--- config.mk ---
export PLATFORM = sky130hd
export DESIGN_NAME = eth_ping_responder_coord
export DESIGN_NICKNAME = d
export VERILOG_FILES = /design/src/rtl/eth_ping_responder_pkg.sv /design/src/rtl/eth_ping_responder_fifo.sv /design/src/rtl/eth_ping_responder_coord.sv
export SDC_FILE = /design/constraint.sdc
export NUM_CORES = 1
export LEC_CHECK = 0
export CAP_MARGIN = 20
export CORE_MARGIN = 2
export CORE_UTILIZATION = 47
export DETAILED_ROUTE_END_ITERATION = 12
export HOLD_SLACK_MARGIN = 0.08
export PLACE_DENSITY = 0.86
export SLEW_MARGIN = 20
export SYNTH_ARGS = -nofsm -noshare
export SYNTH_HDL_FRONTEND = slang
export SYNTH_SLANG_ARGS = --single-unit
export TNS_END_PERCENT = 100
--- constraint.sdc ---
create_clock -name clk -period 4.64 [get_ports clk]
set_input_delay 1.16 -clock clk [delete_from_list [all_inputs] [get_ports clk]]
set_output_delay 1.16 -clock clk [all_outputs]
set_load 0.03 [all_outputs]
--- src/rtl/eth_ping_responder_pkg.sv ---
// Shared types and constants for the ping responder coordinator and its pending-ping FIFO.
package eth_ping_responder_pkg;

  typedef enum logic [1:0] {
    ST_IDLE    = 2'd0,
    ST_WAIT_TX = 2'd1,
    ST_HOLDOFF = 2'd2
  } state_t;

  typedef struct packed {
    logic [15:0] id;
    logic [15:0] psize;
    logic [47:0] mac;
    logic [31:0] ip;
  } ping_desc_t;

  localparam logic [47:0] MAC_BROADCAST = 48'hFFFF_FFFF_FFFF;

  function automatic logic mac_accepts(input logic [47:0] dst, input logic [47:0] own);
    return (dst == own) || (dst == MAC_BROADCAST);
  endfunction

endpackage

--- src/rtl/eth_ping_responder_fifo.sv ---
// First-word-fall-through queue of pending ping descriptors; flush empties it in one cycle.
module eth_ping_responder_fifo
  import eth_ping_responder_pkg::*;
#(
  parameter int FIFO_DEPTH = 4
) (
  input  logic       clk,
  input  logic       rst,
  input  logic       flush,
  input  logic       push,
  input  ping_desc_t din,
  input  logic       pop,
  output logic       full,
  output logic       empty,
  output ping_desc_t head
);

  localparam int AW = (FIFO_DEPTH > 1) ? $clog2(FIFO_DEPTH) : 1;
  localparam int LW = AW + 1;

  ping_desc_t    mem [FIFO_DEPTH];
  logic [AW-1:0] wr_ptr;
  logic [AW-1:0] rd_ptr;
  logic [LW-1:0] level;
  logic          do_push;
  logic          do_pop;

  assign full    = (level == LW'(FIFO_DEPTH));
  assign empty   = (level == LW'(0));
  assign do_push = push && !full;
  assign do_pop  = pop && !empty;
  assign head    = mem[rd_ptr];

  // Pointer and occupancy bookkeeping.
  always_ff @(posedge clk) begin
    if (rst || flush) begin
      wr_ptr <= AW'(0);
      rd_ptr <= AW'(0);
      level  <= LW'(0);
    end else begin
      if (do_push) wr_ptr <= wr_ptr + AW'(1);
      if (do_pop)  rd_ptr <= rd_ptr + AW'(1);
      case ({do_push, do_pop})
        2'b10:   level <= level + LW'(1);
        2'b01:   level <= level - LW'(1);
        default: level <= level;
      endcase
    end
  end

  // Descriptor storage.
  always_ff @(posedge clk) begin
    if (do_push) mem[wr_ptr] <= din;
  end

endmodule

--- src/rtl/eth_ping_responder_coord.sv ---
// Responder-side ping coordinator: queues parsed pings and paces one pong per ping.
// Define ETH_PING_RESPONDER_FILTER_EN to accept only pings addressed to us or to broadcast.
module eth_ping_responder_coord
  import eth_ping_responder_pkg::*;
#(
  parameter int FIFO_DEPTH = 4
) (
  input  logic        clk,
  input  logic        rst,
  input  logic        enable,
  input  logic [31:0] timeout,
  input  logic [31:0] holdoff,
  input  logic [47:0] mac_addr_own,
  input  logic [31:0] ip_addr_own,
  input  logic        rx_valid,
  input  logic [15:0] rx_ping_id,
  input  logic [15:0] rx_psize,
  input  logic [47:0] rx_mac_src,
  input  logic [47:0] rx_mac_dst,
  input  logic [31:0] rx_ip_src,
  output logic        tx_trigger,
  input  logic        tx_begin,
  output logic [15:0] tx_ping_id,
  output logic [15:0] tx_psize,
  output logic [47:0] mac_addr_src,
  output logic [47:0] mac_addr_dst,
  output logic [31:0] ip_addr_src,
  output logic [31:0] ip_addr_dst,
  output logic        done,
  output logic [63:0] pongs_sent,
  output logic [63:0] pings_dropped,
  output logic [63:0] tx_timeouts
);

  state_t      state;
  logic [31:0] count;
  logic        accept;
  logic        fifo_full;
  logic        fifo_empty;
  logic        fifo_push;
  logic        fifo_pop;
  logic        fifo_flush;
  ping_desc_t  rx_desc;
  ping_desc_t  head;

`ifdef ETH_PING_RESPONDER_FILTER_EN
  assign accept = rx_valid && enable && mac_accepts(rx_mac_dst, mac_addr_own);
`else
  logic unused_mac_dst;
  assign unused_mac_dst = ^rx_mac_dst;
  assign accept = rx_valid && enable;
`endif

  assign rx_desc    = {rx_ping_id, rx_psize, rx_mac_src, rx_ip_src};
  // A full queue drops the ping even when a pop frees a slot on the same edge.
  assign fifo_push  = accept && !fifo_full;
  assign fifo_pop   = (state == ST_IDLE) && enable && !fifo_empty;
  assign fifo_flush = (state == ST_IDLE) && !enable;

  eth_ping_responder_fifo #(
    .FIFO_DEPTH(FIFO_DEPTH)
  ) u_fifo (
    .clk  (clk),
    .rst  (rst),
    .flush(fifo_flush),
    .push (fifo_push),
    .din  (rx_desc),
    .pop  (fifo_pop),
    .full (fifo_full),
    .empty(fifo_empty),
    .head (head)
  );

  // Transaction FSM with registered pong fields, pulses and statistics.
  always_ff @(posedge clk) begin
    if (rst) begin
      state         <= ST_IDLE;
      count         <= 32'd1;
      tx_trigger    <= 1'b0;
      done          <= 1'b0;
      tx_ping_id    <= 16'd0;
      tx_psize      <= 16'd0;
      mac_addr_src  <= 48'd0;
      mac_addr_dst  <= 48'd0;
      ip_addr_src   <= 32'd0;
      ip_addr_dst   <= 32'd0;
      pongs_sent    <= 64'd0;
      pings_dropped <= 64'd0;
      tx_timeouts   <= 64'd0;
    end else begin
      tx_trigger <= 1'b0;
      done       <= 1'b0;
      if (accept && fifo_full) pings_dropped <= pings_dropped + 64'd1;
      case (state)
        ST_IDLE: begin
          if (fifo_pop) begin
            tx_ping_id   <= head.id;
            tx_psize     <= head.psize;
            mac_addr_src <= mac_addr_own;
            mac_addr_dst <= head.mac;
            ip_addr_src  <= ip_addr_own;
            ip_addr_dst  <= head.ip;
            tx_trigger   <= 1'b1;
            count        <= 32'd1;
            state        <= ST_WAIT_TX;
          end
        end
        ST_WAIT_TX: begin
          if (tx_begin) begin
            done       <= 1'b1;
            pongs_sent <= pongs_sent + 64'd1;
            count      <= 32'd1;
            state      <= ST_HOLDOFF;
          end else if (count >= timeout) begin
            done        <= 1'b1;
            tx_timeouts <= tx_timeouts + 64'd1;
            count       <= 32'd1;
            state       <= ST_HOLDOFF;
          end else begin
            count <= count + 32'd1;
          end
        end
        ST_HOLDOFF: begin
          if (count >= holdoff) begin
            state <= ST_IDLE;
          end else begin
            count <= count + 32'd1;
          end
        end
        default: begin
          state <= ST_IDLE;
          count <= 32'd1;
        end
      endcase
    end
  end

endmodule

==> results of run 1 <==
==> registers in the layout, indices dropped and copies added (netlist names) <==
signal         count
count             32
done               1
ip_addr_dst       32
ip_addr_src       32
mac_addr_dst      48
mac_addr_src      48
pings_dropped     64
pongs_sent        64
state              2
tx_ping_id        16
tx_psize          16
tx_timeouts       64
tx_trigger         1
u_fifo.level       3
u_fifo.mem       448
u_fifo.rd_ptr      2
u_fifo.wr_ptr      2
==> stage by stage <==
step,cells,cell area (um2)
2_1_floorplan,2994,35400
3_3_place_gp,4508,43200
3_5_place_dp,4508,43200
4_1_cts,4676,46400
5_1_grt,4679,46400
6_report,4683,46400
==> critical path, stage by stage <==
cell and delay (ns):
clkdlybuf4s50_1 0.46, inv_1 0.04, ha_1 0.30, nand4_1 0.13
nor3_1 0.28, nand4_1 0.17, o221ai_2 0.58, buf_4 0.26
o21ai_2 0.08, buf_12 0.17, or4_1 0.51, a21oi_1 0.15
==> metal layers <==
metal  part of all wire [%]  track usage [%]  vias up  routed length [um]
met5                  0.092                0        -                  91
met2                     50             43.6     1130               49700
met1                     36             29.0    12900               36000
met3                    9.4             7.40      230                9320
li1                       -                -    12200                   -
met4                    3.7             9.66       14                3670
==> report_power, final <==
group	switching (W)	internal [W]	leakage (nW)
registers	0.000107	0.00832	7.51
clock network	0.00314	0.00460	1.58
logic	0.000922	0.000686	6.34
==> layout make-up <==
cell class,instances,area share [%]
diodes,7,0.0377
clock inverters,36,1.33
repair buffers,699,15.3
well taps,969,2.61
clock buffers,132,5.67
multi-input cells,1847,26.7
inverters,118,0.965
flip-flops and latches,875,47.4
==> kinds of logic after synthesis <==
kind of cell	after synthesis	share of synthesized area, %
AO/OA/AOI/OAI	487	8.05
XOR/XNOR	102	2.52
adder cells (fa/ha/maj)	78	2.78
buffers and inverters	272	2.92
flip-flops	875	62.2
multiplexers	134	7.79
AND/OR/NAND/NOR	1046	13.8
==> path summary, 6_finish.rpt <==
kind	start	to	slack, ns	cells after the start
max	timeout[30]	tx_timeouts[34]	0.87	12
min	ip_addr_src[14]	ip_addr_src[14]	0.45	2
max reg2reg	count[21]	count[2]	1.42	10
min reg2reg	ip_addr_src[14]	ip_addr_src[14]	0.45	2
==> synth_stat cells (35+ instances only) <==
cell type	count
a21oi_1	291
and3_1	35
clkbuf_1	125
dfxtp_1	427
edfxtp_1	448
ha_1	77
inv_1	116
mux4_2	112
nand2_1	499
nand3_1	85
nand4_1	45
nor2_1	158
nor3_1	36
o21ai_0	57
or3_1	49
xnor2_1	56
xor2_1	46
==> results.json, run 1 <==
{
  "tns_ns": 0,
  "worst_pin_slew_ns": 0.987,
  "hpwl_um": 64600,
  "synthArstFlopShare_pct": 0,
  "coreArea_um2": 74400,
  "die_width_um": 278,
  "post_cts_buffers": 0,
  "timing_worst_setup_path_type": "in2reg",
  "ys_warn_count": 0,
  "cp.required_ns": 5.18,
  "critPathCaptureType": "register",
  "wl_um": 98800,
  "wl_per_cell_um": 21.1,
  "drc_errors": 0,
  "synth_area_per_cell_um2": 11.8,
  "chipHeight_um": 278,
  "rsz0062_at_grt": "false",
  "drtIter0Drc": 2211,
  "min_path_type": "reg2reg",
  "synth_cell_types": 74,
  "fp-row-count": 100,
  "tritoncts": "done",
  "grt_pass1_vias": 26400,
  "ios": 695,
  "gp_congestion": 0.892,
  "final_cell_mix": "clkdlybuf4s50_1, nand2_1, edfxtp_1",
  "drv_cap": 0,
  "clkLatencyLatePin_ns": 0.66,
  "cellPowerDensity_nw_per_um2": 383,
  "grt_max_degree": 148,
  "dr.pass1.iters": 5,
  "utilization_pct": 62.4,
  "start_util_pct": 47.5,
  "numClockSinks": 875,
  "cts_buffer_depth": 3,
  "netlist_top_cells_area": "edfxtp_1, dfxtp_1, mux4_2",
  "ir_worst_vdd_uv": 447,
  "synth_nets": 3381,
  "crit_arrival_ns": 4.31,
  "cts_made_buffers": 90,
  "start_kind": "primary input",
  "setup_viol": 0,
  "pre_cts_ws_ns": 0.268,
  "seq_area_um2": 22000,
  "maxSlewViolCount": 0,
  "root_buffer": "clkbuf_16",
  "grt.total_usage_pct": 25.0,
  "area_growth_syn_to_layout_pct": 31.2,
  "htreeDepth": 3,
  "fin_crit_sh_pct": 81.2,
  "p_leak_nw": 15.4,
  "syn_inst": 2994,
  "antenna_found_initial": 12,
  "num-nets-final": 4018,
  "synth_top_flop_cell": "edfxtp_1",
  "synth_top_area_share_pct": 38.0,
  "clock.fmax_ghz": 0.265,
  "die_area_um2": 77500,
  "whs_ns": 0.452,
  "hold_viol": 0,
  "yosys.area.top_type": "edfxtp_1",
  "multiInputGateArea_um2": 12400,
  "io_buffers": 646,
  "fillerInstances": 5359,
  "drtAntennaViolNets": 0,
  "fin_ws_ns": 0.871,
  "synth_edf_count": 448,
  "viasPerCell": 5.64,
  "hold_buffers": 0,
  "drive_above_1_share_pct": 9.39,
  "slew_headroom_pct": 34.2,
  "post_cts_resized": 0,
  "ys_seq_elements": 875,
  "min_period_ns": 3.77,
  "path_clk_slew_ns": 0.06,
  "path_max_fanout": 28,
  "ys_seq_area_share_pct": 62.2,
  "grt_pass1_wl_um": 152000,
  "status": "finished, final reports clean",
  "finalPower_w": 0.0178,
  "final_common_cell": "clkdlybuf4s50_1",
  "fin_skew_ns": 0.0564,
  "synth_area_um2": 35400,
  "num_vias": 26400,
  "overflow": 0
}
No activity file was read; power rests on OpenSTA's default activity.
==> run 2, diff against run 1 <==
==> constraint.sdc (replaced) <==
create_clock -name clk -period 3.16 [get_ports clk]
set_input_delay 0.79 -clock clk [delete_from_list [all_inputs] [get_ports clk]]
set_output_delay 0.79 -clock clk [all_outputs]
set_load 0.03 [all_outputs]
==> run 2 against run 1 <==
The flow now finishes with violations (setup timing). Non-clock buffer count up 111. Clock power up 38%. First-iteration DRC count up 9.3%. Register-to-register slack worse by 1.3 ns. Combinational power up 58%. Count of clock-buffer cells in the layout down 21. Routed wire length up 4.7%. Sequential cell count unchanged. Worst setup slack worse by 0.88 ns. Critical path type unchanged. Largest power group unchanged.
==> results.json, run 2 (synthesized netlist as in run 1, its figures left out) <==
{
  "min_from": "ip_addr_dst[24]",
  "internal_power_w": 0.0194,
  "crit_slowest_cell": "clkdlybuf4s50_1",
  "min_path_type": "reg2reg",
  "numClockSinks": 875,
  "clock.fmax_ghz": 0.316,
  "dr.pass1.iters": 9,
  "num-nets-final": 4128,
  "start_util_pct": 47.5,
  "coreArea_um2": 74400,
  "pwr-share-comb_pct": 9.9,
  "sw_frac_of_total_pct": 24.2,
  "utilization_pct": 63.9,
  "critPathTopFamily": "buffers and inverters",
  "multiInputGateArea_um2": 12700,
  "hold_viol": 0,
  "seq_area_um2": 22000,
  "viasPerCell": 5.73,
  "die_area_um2": 77500,
  "crit_arrival_ns": 3.69,
  "critPathCaptureType": "register",
  "path_cells": "clkdlybuf4s50_1 > inv_1 > ha_1 > nand4_1 > nor3_4 > o311ai_2 > a311oi_2 > buf_6 > buf_6 > buf_6 > o41ai_4 > buf_12 > buf_4 > and3_1 > mux2_2",
  "cellPowerDensity_nw_per_um2": 539,
  "clkLatencyLatePin_ns": 0.65,
  "antenna_found_initial": 10,
  "chipHeight_um": 278,
  "overflow": 0,
  "rsz0062_at_grt": "true",
  "fin_ws_ns": -0.00475,
  "final_common_cell": "clkdlybuf4s50_1",
  "min_period_ns": 3.16,
  "die_width_um": 278,
  "gp_congestion": 0.900,
  "root_buffer": "clkbuf_16",
  "area_growth_syn_to_layout_pct": 34.4,
  "fp-row-count": 100,
  "grt.total_usage_pct": 25.7,
  "power_frac_seq_pct": 48.3,
  "status": "finished, violations left",
  "num_vias": 27400,
  "p_clk_share_pct": 41.8,
  "ir_worst_vdd_uv": 651,
  "drtAntennaViolNets": 0,
  "maxSlewViolCount": 0,
  "grt_max_degree": 160,
  "path_max_fanout": 8,
  "grt_pass1_vias": 26900,
  "drtIter0Drc": 2417,
  "drc_errors": 0,
  "drive_above_1_share_pct": 13.0,
  "drv_cap": 0,
  "fin_crit_sh_pct": 100,
  "path_clk_slew_ns": 0.06,
  "ios": 695,
  "pre_cts_ws_ns": -0.770,
  "p_sw_w": 0.00621,
  "p_leak_nw": 16.0,
  "wl_per_cell_um": 21.6,
  "grt_pass1_wl_um": 156000,
  "wl_um": 103000,
  "hpwl_um": 68900,
  "htreeDepth": 3,
  "io_buffers": 646,
  "slew_headroom_pct": 41.0,
  "placed_cell_area_um2": 44100,
  "timing_worst_setup_path_type": "in2reg",
  "fin_skew_ns": 0.0600,
  "path_common_cell": "buf_6",
  "start_kind": "primary input",
  "crit_path_max_incr_delay_ns": 0.45,
  "tns_ns": -0.00475,
  "final_cell_mix": "clkdlybuf4s50_1, nand2_1, edfxtp_1",
  "cts_made_buffers": 88,
  "hold_buffers": 0,
  "cp.required_ns": 3.68,
  "violations": "setup timing",
  "timing.rr.start": "count[22]",
  "setup_viol": 1,
  "worst_pin_slew_ns": 0.886,
  "cp-startpoint": "timeout[12]",
  "worst-path-buf-inv": 7,
  "fin_area_um2": 47600,
  "fillerInstances": 5191,
  "tritoncts": "done",
  "cts_buffer_depth": 3,
  "largest_reg_flops": 448,
  "top_register": "u_fifo.mem"
}
run 2: cell types whose count changed in the layout (fill, tap and decap cells not counted), sizes merged, moves of 4 or more:
cell           change
buf              +110
bufinv             -4
clkbuf            -20
clkdlybuf4s50      -8
clkinv            +13
dlymetal6s2s       +8
inv                +4
run 2: path summary, 6_finish.rpt:
kind                                   endpoint  slack, ns  cells after the start
worst max-delay path                  count[18]     -0.005                     15
worst max register to register        count[21]       0.07                     11
worst min register to register  ip_addr_dst[24]       0.45                      2
worst min-delay path            ip_addr_dst[24]       0.45                      2
run 2: power by group through the flow:
stage | logic [W] | clock network [W] | registers, W
after floorplan | 0.000960 | 0 | 0.0129
after global placement | 0.00239 | 0 | 0.0126
after detailed placement | 0.00245 | 0 | 0.0126
after CTS | 0.00249 | 0.0109 | 0.0124
after global routing | 0.00271 | 0.0113 | 0.0124
final | 0.00254 | 0.0107 | 0.0124
run 2: per-stage QoR:
stage	power, W	instances	hold slack (ns)
final	0.0256	4787	0.452
after global routing	0.0264	4784	0.470
after CTS	0.0257	4767	0.454
after detailed placement	0.0151	4601	0.446
after global placement	0.0150	4601	0.441
after floorplan	0.0138	2994	0.451
run 2: layout make-up:
cell class | instances | area share (%)
clock inverter | 52 | 1.26
tap | 969 | 2.55
timing repair buffer | 810 | 17.3
sequential | 875 | 46.3
antenna | 4 | 0.0210
clock buffer | 111 | 5.07
multi-input combinational | 1848 | 26.6
inverter | 118 | 0.942
run 2: metal layers:
metal	part of all wire, %	global-route usage [%]
met1	36	30.1
met4	4.7	11.7
met2	50	44.9
met5	0.092	0
met3	9.0	5.97
run 2: worst reg2reg max path, cell delays in order, from the launching register on:
cell,delay (ns)
dfxtp_1,0.50
ha_1,0.29
and2_4,0.16
a221o_1,0.33
a221oi_2,0.29
o221ai_2,0.18
buf_6,0.18
o41ai_4,0.51
buf_12,0.19
buf_8,0.11
a22oi_1,0.08
o21bai_1,0.19
run 2: what timing repair did:
| action | 4_1_cts | 5_1_grt |
|---|---|---|
| setup endpoints to repair | 35 | 87 |
| setup buffers | 3 | 12 |
| pin swaps | 1 | 31 |
| cloned | 0 | 5 |
| gates resized for setup | 3 | 65 |
